<file path="src/rtl/calc_core_seq.sv">
`default_nettype none
// +--------------------------------------------------------------------------+
// | Module      : calc_core_seq                                              |
// | Description : Sequential BCD arithmetic core for the keypad calculator.  |
// |               Captures two DIGITS-digit BCD operands and a one-hot op,   |
// |               converts them to binary, performs add / sub / mul /        |
// |               rounded div and converts the result back to BCD with a     |
// |               fixed latency of DIGITS + 2*RES_W + 1 cycles.              |
// | Revision    : 1.0 - initial release                                      |
// +--------------------------------------------------------------------------+
// | Ports                                                                    |
// |   clk        in   1          system clock                                |
// |   rst        in   1          synchronous active-high reset               |
// |   a_bcd      in   4*DIGITS   operand A, BCD, MSD in top nibble           |
// |   b_bcd      in   4*DIGITS   operand B, BCD                              |
// |   op         in   4          0001 add, 0010 sub, 0100 mul, 1000 div      |
// |   start      in   1          request, sampled only in IDLE               |
// |   busy       out  1          operation in progress (CONV..DONE)          |
// |   done       out  1          one-cycle pulse, result valid               |
// |   result_bcd out  8*DIGITS   |result| in BCD                             |
// |   negative   out  1          subtraction with A < B                      |
// |   err        out  1          div by zero, bad op or invalid BCD nibble   |
// +--------------------------------------------------------------------------+
module calc_core_seq #(
  parameter int DIGITS = 2
) (
  input  logic                  clk,
  input  logic                  rst,
  input  logic [4*DIGITS-1:0]   a_bcd,
  input  logic [4*DIGITS-1:0]   b_bcd,
  input  logic [3:0]            op,
  input  logic                  start,
  output logic                  busy,
  output logic                  done,
  output logic [8*DIGITS-1:0]   result_bcd,
  output logic                  negative,
  output logic                  err
);

  localparam int BIN_W = $clog2(10**DIGITS);
  localparam int RES_W = 2*BIN_W;
  localparam int REM_W = RES_W + 1;
  localparam int CNT_W = $clog2(RES_W);
  localparam int OPD_W = 4*DIGITS;
  localparam int BCD_W = 8*DIGITS;

  localparam logic [3:0]       c_opAdd    = 4'b0001;
  localparam logic [3:0]       c_opSub    = 4'b0010;
  localparam logic [3:0]       c_opMul    = 4'b0100;
  localparam logic [3:0]       c_opDiv    = 4'b1000;
  localparam logic [BIN_W-1:0] c_ten      = BIN_W'(10);
  localparam logic [CNT_W-1:0] c_convLast = CNT_W'(DIGITS-1);
  localparam logic [CNT_W-1:0] c_resLast  = CNT_W'(RES_W-1);

  typedef enum logic [2:0] {
    S_IDLE = 3'd0,
    S_CONV = 3'd1,
    S_CALC = 3'd2,
    S_BCD  = 3'd3,
    S_DONE = 3'd4
  } state_t;

  state_t              r_state;
  state_t              w_stateNext;
  logic [CNT_W-1:0]    r_cnt;

  // Captured operands; the BCD copies shift left one digit per CONV cycle.
  logic [OPD_W-1:0]    r_aBcd;
  logic [OPD_W-1:0]    r_bBcd;
  logic [3:0]          r_op;
  logic                r_err;
  logic [BIN_W-1:0]    r_binA;
  logic [BIN_W-1:0]    r_binB;

  // r_res is the working register: product, dividend/quotient, and finally
  // the binary source that double-dabble shifts out of its top bit.
  logic [RES_W-1:0]    r_res;
  logic [RES_W-1:0]    r_mcand;
  logic [BIN_W-1:0]    r_mplier;
  logic [RES_W-1:0]    r_rem;
  logic                r_neg;
  logic [BCD_W-1:0]    r_bcd;

  logic                w_nibBad;
  logic                w_opBad;
  logic                w_divZero;
  logic                w_capErr;
  logic [3:0]          w_digA;
  logic [3:0]          w_digB;
  logic [BIN_W-1:0]    w_nextA;
  logic [BIN_W-1:0]    w_nextB;
  logic [RES_W-1:0]    w_dividend;
  logic [REM_W-1:0]    w_divisor;
  logic [REM_W-1:0]    w_remSh;
  logic                w_divFit;
  logic [BCD_W-1:0]    w_ddAdj;
  logic [BCD_W-1:0]    w_ddBcd;

  // ---------------------------------------------------------------------
  // Error detection on the raw inputs, used only on the capture cycle
  // ---------------------------------------------------------------------
  always_comb begin
    w_nibBad = 1'b0;
    for (int i = 0; i < DIGITS; i++) begin
      if ((a_bcd[4*i +: 4] > 4'd9) || (b_bcd[4*i +: 4] > 4'd9)) begin
        w_nibBad = 1'b1;
      end
    end
  end

  assign w_opBad   = !((op == c_opAdd) || (op == c_opSub) ||
                       (op == c_opMul) || (op == c_opDiv));
  assign w_divZero = (op == c_opDiv) && (b_bcd == '0);
  assign w_capErr  = w_nibBad || w_opBad || w_divZero;

  // ---------------------------------------------------------------------
  // BCD -> binary: acc = acc*10 + digit. Arithmetic is modulo 2^BIN_W,
  // which is exact because every valid intermediate value fits.
  // ---------------------------------------------------------------------
  assign w_digA     = r_aBcd[OPD_W-1 -: 4];
  assign w_digB     = r_bBcd[OPD_W-1 -: 4];
  assign w_nextA    = r_binA * c_ten + BIN_W'(w_digA);
  assign w_nextB    = r_binB * c_ten + BIN_W'(w_digB);

  // Rounded division q = (2A+B) / (2B)
  assign w_dividend = RES_W'({w_nextA, 1'b0}) + RES_W'(w_nextB);
  assign w_divisor  = REM_W'({r_binB, 1'b0});
  assign w_remSh    = {r_rem, r_res[RES_W-1]};
  assign w_divFit   = (w_remSh >= w_divisor);

  // ---------------------------------------------------------------------
  // Double-dabble step: add 3 to every nibble >= 5, then shift in the next
  // binary bit. The top bit of the adjusted value is always zero because
  // the result fits in 2*DIGITS digits, so it is dropped.
  // ---------------------------------------------------------------------
  always_comb begin
    w_ddAdj = r_bcd;
    for (int i = 0; i < 2*DIGITS; i++) begin
      if (r_bcd[4*i +: 4] >= 4'd5) begin
        w_ddAdj[4*i +: 4] = r_bcd[4*i +: 4] + 4'd3;
      end
    end
  end

  assign w_ddBcd = BCD_W'({w_ddAdj, r_res[RES_W-1]});

  // ---------------------------------------------------------------------
  // FSM: state register and phase counter
  // ---------------------------------------------------------------------
  always_ff @(posedge clk) begin
    if (rst) begin
      r_state <= S_IDLE;
      r_cnt   <= '0;
    end else begin
      r_state <= w_stateNext;
      if (w_stateNext != r_state) begin
        r_cnt <= '0;
      end else if (r_state != S_IDLE) begin
        r_cnt <= r_cnt + CNT_W'(1);
      end
    end
  end

  // FSM: next state and status outputs
  always_comb begin
    w_stateNext = r_state;
    busy        = 1'b0;
    done        = 1'b0;
    case (r_state)
      S_IDLE: begin
        if (start) begin
          w_stateNext = S_CONV;
        end
      end
      S_CONV: begin
        busy = 1'b1;
        if (r_cnt == c_convLast) begin
          w_stateNext = S_CALC;
        end
      end
      S_CALC: begin
        busy = 1'b1;
        if (r_cnt == c_resLast) begin
          w_stateNext = S_BCD;
        end
      end
      S_BCD: begin
        busy = 1'b1;
        if (r_cnt == c_resLast) begin
          w_stateNext = S_DONE;
        end
      end
      S_DONE: begin
        busy        = 1'b1;
        done        = 1'b1;
        w_stateNext = S_IDLE;
      end
      default: begin
        w_stateNext = S_IDLE;
      end
    endcase
  end

  // ---------------------------------------------------------------------
  // Datapath
  // ---------------------------------------------------------------------
  always_ff @(posedge clk) begin
    if (rst) begin
      r_aBcd     <= '0;
      r_bBcd     <= '0;
      r_op       <= '0;
      r_err      <= 1'b0;
      r_binA     <= '0;
      r_binB     <= '0;
      r_res      <= '0;
      r_mcand    <= '0;
      r_mplier   <= '0;
      r_rem      <= '0;
      r_neg      <= 1'b0;
      r_bcd      <= '0;
      result_bcd <= '0;
      negative   <= 1'b0;
      err        <= 1'b0;
    end else begin
      case (r_state)
        S_IDLE: begin
          if (start) begin
            r_aBcd <= a_bcd;
            r_bBcd <= b_bcd;
            r_op   <= op;
            r_err  <= w_capErr;
            r_binA <= '0;
            r_binB <= '0;
            r_neg  <= 1'b0;
          end
        end

        S_CONV: begin
          r_aBcd   <= r_aBcd << 4;
          r_bBcd   <= r_bBcd << 4;
          r_binA   <= w_nextA;
          r_binB   <= w_nextB;
          // Operation setup is rewritten every CONV cycle; the values from
          // the last digit are the ones that reach CALC.
          r_mcand  <= RES_W'(w_nextA);
          r_mplier <= w_nextB;
          r_rem    <= '0;
          r_res    <= (r_op == c_opDiv) ? w_dividend : '0;
        end

        S_CALC: begin
          r_bcd <= '0;
          if (r_op == c_opAdd) begin
            if (r_cnt == '0) begin
              r_res <= RES_W'(r_binA) + RES_W'(r_binB);
            end
          end else if (r_op == c_opSub) begin
            if (r_cnt == '0) begin
              if (r_binA < r_binB) begin
                r_res <= RES_W'(r_binB - r_binA);
                r_neg <= 1'b1;
              end else begin
                r_res <= RES_W'(r_binA - r_binB);
                r_neg <= 1'b0;
              end
            end
          end else if (r_op == c_opMul) begin
            // Multiplier drains to zero after BIN_W cycles, so the
            // remaining cycles leave the product unchanged.
            if (r_mplier[0]) begin
              r_res <= r_res + r_mcand;
            end
            r_mcand  <= r_mcand << 1;
            r_mplier <= r_mplier >> 1;
          end else if (r_op == c_opDiv) begin
            // Restoring division over the zero-extended dividend: the
            // quotient bits shift in from the right as the dividend
            // shifts out of the top into the remainder.
            if (w_divFit) begin
              r_rem <= RES_W'(w_remSh - w_divisor);
            end else begin
              r_rem <= RES_W'(w_remSh);
            end
            r_res <= {r_res[RES_W-2:0], w_divFit};
          end
        end

        S_BCD: begin
          r_bcd <= w_ddBcd;
          r_res <= r_res << 1;
          if (r_cnt == c_resLast) begin
            result_bcd <= r_err ? '0 : w_ddBcd;
            negative   <= r_err ? 1'b0 : r_neg;
            err        <= r_err;
          end
        end

        default: begin
        end
      endcase
    end
  end

endmodule
`default_nettype wire

</file>
<file path="config.mk">
export PLATFORM = sky130hd
export DESIGN_NAME = calc_core_seq
export DESIGN_NICKNAME = d
export VERILOG_FILES = /design/src/rtl/calc_core_seq.sv
export SDC_FILE = /design/constraint.sdc
export NUM_CORES = 1
export LEC_CHECK = 0
export ABC_AREA = 1
export BUFFER_PORTS_ARGS = -buffer_cell sky130_fd_sc_hd__buf_2
export CAP_MARGIN = 20
export CORE_UTILIZATION = 65
export DETAILED_ROUTE_END_ITERATION = 16
export GPL_TIMING_DRIVEN = 0
export PLACE_DENSITY = 0.93
export SETUP_SLACK_MARGIN = 0.5
export SYNTH_ARGS = -nofsm -noshare
export SYNTH_HDL_FRONTEND = slang
export SYNTH_SLANG_ARGS = --single-unit
</file>
<file path="constraint.sdc">
create_clock -name clk -period 7 [get_ports clk]
set_input_delay 0.35 -clock clk [delete_from_list [all_inputs] [get_ports clk]]
set_output_delay 0.35 -clock clk [all_outputs]
set_load 0.02 [all_outputs]
</file>
==> out/results.txt <==
The flow ran to the end, and the final reports show no timing, DRC or antenna violations. The tools report the net total in the final layout as 1,450. For this run, design rule violations remaining after detail routing come to 0.

Setup repair after global routing left no endpoint under its margin. For the wire length of the first global-routing pass, the log shows 42,400 µm. The synthesized design contains 0 enable-type register cells. The critical path contains buffers and inverters numbering 5 combined. The tools report the number of hold violations in the final report as 0. Area of the die: 0.0139 mm².

Most common cell type on the critical path: sky130_fd_sc_hd__inv_1. For the worst slew margin relative to its limit, the log shows 0.499. The post-synthesis average cell area is 6.78 µm². The fraction of the core area covered by cells at the end of the flow was 0.760; the number of nets produced by synthesis was 1,390. For the number of placement rows, the log shows 41.

The detailed-placement wirelength estimate is 18,100 µm. The design draws 2.24 mW. Measured along the y axis, the die boundary spans 118 µm. For the number of DRC violations after detailed-routing iteration 0, the log shows 1,019. After clock tree synthesis, the setup repair step added 0 buffers. Setup violations remaining at the end of the flow were counted as 0. The core region is 0.0128 mm².

The critical path launch point type is a flip-flop. The total global-route track usage is 0.377, and the reported max-cap violation count is 0. Traced cell by cell, the critical path runs through ha_1, ha_1, fa_1, inv_1, nor2_1, inv_1, or2_2, nand2_1, inv_1, ha_1, nand2_1, o211ai_1, inv_1, nand2_1, nand3_1, nand2_1, inv_1, a21oi_1. By startpoint and endpoint, the worst setup path is classified as flip-flop to flip-flop.

TritonCTS built the clock tree. On the final layout, the worst hold slack is 0.146 ns. The leading cell type in the layout, fill and taps excluded was sky130_fd_sc_hd__nand2_1. For this design, the sink count on the clock tree is 126. For the worst setup path, the data arrival time is 4.03 ns.

The fraction of final layout cells sized beyond drive strength 1 was 0.0943; the largest driver fanout on the critical path was 10. The number of clock buffers added by TritonCTS is 17. Measured along the x axis, the die boundary spans 118 µm. The run gives 939 as the layout filler cell count.

The top cell types in the final layout, fill and taps aside, are 324 x sky130_fd_sc_hd__nand2_1, 165 x sky130_fd_sc_hd__a21oi_1, 139 x sky130_fd_sc_hd__inv_1. The most instantiated flip-flop cell in the synthesis netlist is sky130_fd_sc_hd__dfxtp_1. For the pin with the worst max-slew slack, the measured transition is 0.743 ns. In the synthesized netlist, the number of instances is 1,284.

Across the whole layout, storage elements account for 0.00252 mm². At the worst endpoint, the required time is 7.36 ns. The run gives 4 as the depth of the CTS H-tree.

The cell area power density came out at 229 mW/mm². The tools report the final routed wirelength across all metal layers as 25,600 µm. The area used by multi-input combinational logic was 0.00541 mm²; the share of flip-flops with an asynchronous set or reset was 0. For the insertion delay to the later sink of the worst-skew pair, the log shows 0.44 ns. Once the clock tree was built, the resizer swapped 0 gates to a different size. The repair_antennas step left the layout with diodes totalling 0. The number of top-level pins was 43; the delay of the slowest cell on the worst path was 0.75 ns.

Maximum buffer depth of the clock tree: 2. The relative area change from synthesis to final layout works out to 11.9%. The first detailed-routing pass took 8 iterations. The logs give 17 for the pin count of the biggest net entering global routing and 272 MHz for the fmax.

Synthesized cell area: 0.00871 mm². The number of global-route vias before repair came out at 9,130. The flip-flop and latch count after synthesis was 126. After clock tree synthesis, the clock-pin slew on the worst setup and hold paths is 0.07 ns.

After global routing the overflow that remains totals 0. Worst min-delay path category: input port to flip-flop. Sort of element at the end of the critical path: a flip-flop.

The number of vias in the routed layout came out at 9,339. The slowest stage of the critical path is the sky130_fd_sc_hd__dfxtp_1 cell. The initial antenna violation count is 0. During synthesis, Yosys emitted a total of 0 warnings. After synthesis, the netlist uses 46 different library cells. The cell sitting at the root of the clock tree is a sky130_fd_sc_hd__clkbuf_16. Number of input and output port buffers inserted: 41. The number of routed nets with antenna violations is 0, and the routed wire length per instance is 16.7 µm. The final max-slew violation count was 0.

The fraction of the yosys area taken by sequential cells is 0.290, and the minimum clock period is 3.67 ns. The ratio of final minimum period to clock period came out at 0.525. After detailed routing, the number of vias per cell comes to 6.11. Largest delay contributor family on the critical path: adder cells. For the final database, setup skew stands at 0.0107 ns. Summed over all cells, the static leakage comes to 4.48 nW.

Hold repair after CTS inserted 0 buffers. The initial standard-cell utilization of the core was 0.679. The total negative slack was 0 ns; the routability-driven placement congestion ratio was 0.967. The worst-case IR drop observed on VDD is 0.211 mV.
[stage by stage]
stage                     cells  instance area, µm²  setup slack, ns
after floorplan            1284                8710             3.88
after global placement     1497                9130             3.47
after detailed placement   1497                9130             3.38
after CTS                  1529                9750             3.35
after global routing       1529                9750             3.11
final                      1529                9750             3.33
[cell type report]
cell class	count	area share
multi-input cells	964	0.555
plain buffers	45	0.0218
well taps	172	0.0221
repair buffers	41	0.0211
inverters	149	0.0576
clock buffers	17	0.0437
clock inverters	15	0.0198
flip-flops and latches	126	0.259
[flip-flops by register name, summed over array words and instances (netlist names)]
| name | cells |
|---|---|
| negative | 1 |
| r_bcd | 16 |
| r_aBcd | 8 |
| r_neg | 1 |
| r_state | 3 |
| result_bcd | 16 |
| r_err | 1 |
| r_cnt | 4 |
| r_mcand | 14 |
| err | 1 |
| r_bBcd | 8 |
| r_op | 4 |
| r_rem | 14 |
| r_res | 14 |
| r_mplier | 7 |
| r_binB | 7 |
| r_binA | 7 |
[synthesized netlist by cell type (12+ instances only)]
cell                       count  area share
sky130_fd_sc_hd__dfxtp_1     126        0.29
sky130_fd_sc_hd__clkbuf_1     21      0.0091
sky130_fd_sc_hd__nand4_1      13      0.0093
sky130_fd_sc_hd__nand3_1      72       0.041
sky130_fd_sc_hd__buf_2        17      0.0098
sky130_fd_sc_hd__xnor2_1      12       0.012
sky130_fd_sc_hd__nor2_1       87       0.038
sky130_fd_sc_hd__xor2_1       23       0.023
sky130_fd_sc_hd__ha_1         73        0.10
sky130_fd_sc_hd__inv_1       139       0.060
sky130_fd_sc_hd__o21ai_0      91       0.052
sky130_fd_sc_hd__a32o_1       14       0.016
sky130_fd_sc_hd__a21oi_1     165       0.095
sky130_fd_sc_hd__a31oi_1      19       0.014
sky130_fd_sc_hd__nand2_1     324        0.14
[where the power goes]
part	switching (mW)	leakage, nW	internal, mW
clock	0.397	0.302	0.515
combinational	0.351	3.15	0.173
sequential	0.0435	1.02	0.755
[path summary, 6_finish.rpt]
kind | from | end | slack [ns] | cells past startpoint
worst max-delay path | r_binB[1] | r_res[7] | 3.33 | 18
worst min-delay path | a_bcd[0] | r_aBcd[0] | 0.15 | 3
worst max register to register | r_binB[1] | r_res[7] | 3.33 | 18
worst min register to register | result_bcd[6] | result_bcd[6] | 0.46 | 1
[tightest hold or removal path: cells and delay by family]
family	cells	cell delay, ns
buf+inv	1	0.08
simple gates	2	0.11
[routing by layer]
metal / share of wire / global-route usage / vias up
li1: - / - / 4384
met1: 0.37 / 0.443 / 4250
met2: 0.47 / 0.625 / 571
met3: 0.11 / 0.0882 / 134
met4: 0.049 / 0.223 / 0
met5: 0 / 0 / -
[cells by family (layout without fill, tap and decap cells)]
| group | Yosys count | count (layout) | synth area share |
|---|---|---|---|
| DFF | 126 | 126 | 0.290 |
| buffers and inverters | 194 | 267 | 0.0890 |
| adders and majority gates | 83 | 83 | 0.128 |
| AOI/OAI and AO/OA | 316 | 316 | 0.203 |
| xor gates and xnor gates | 35 | 35 | 0.0352 |
| and+or+nand+nor | 530 | 530 | 0.255 |
Power figures use the tool's default switching activity.
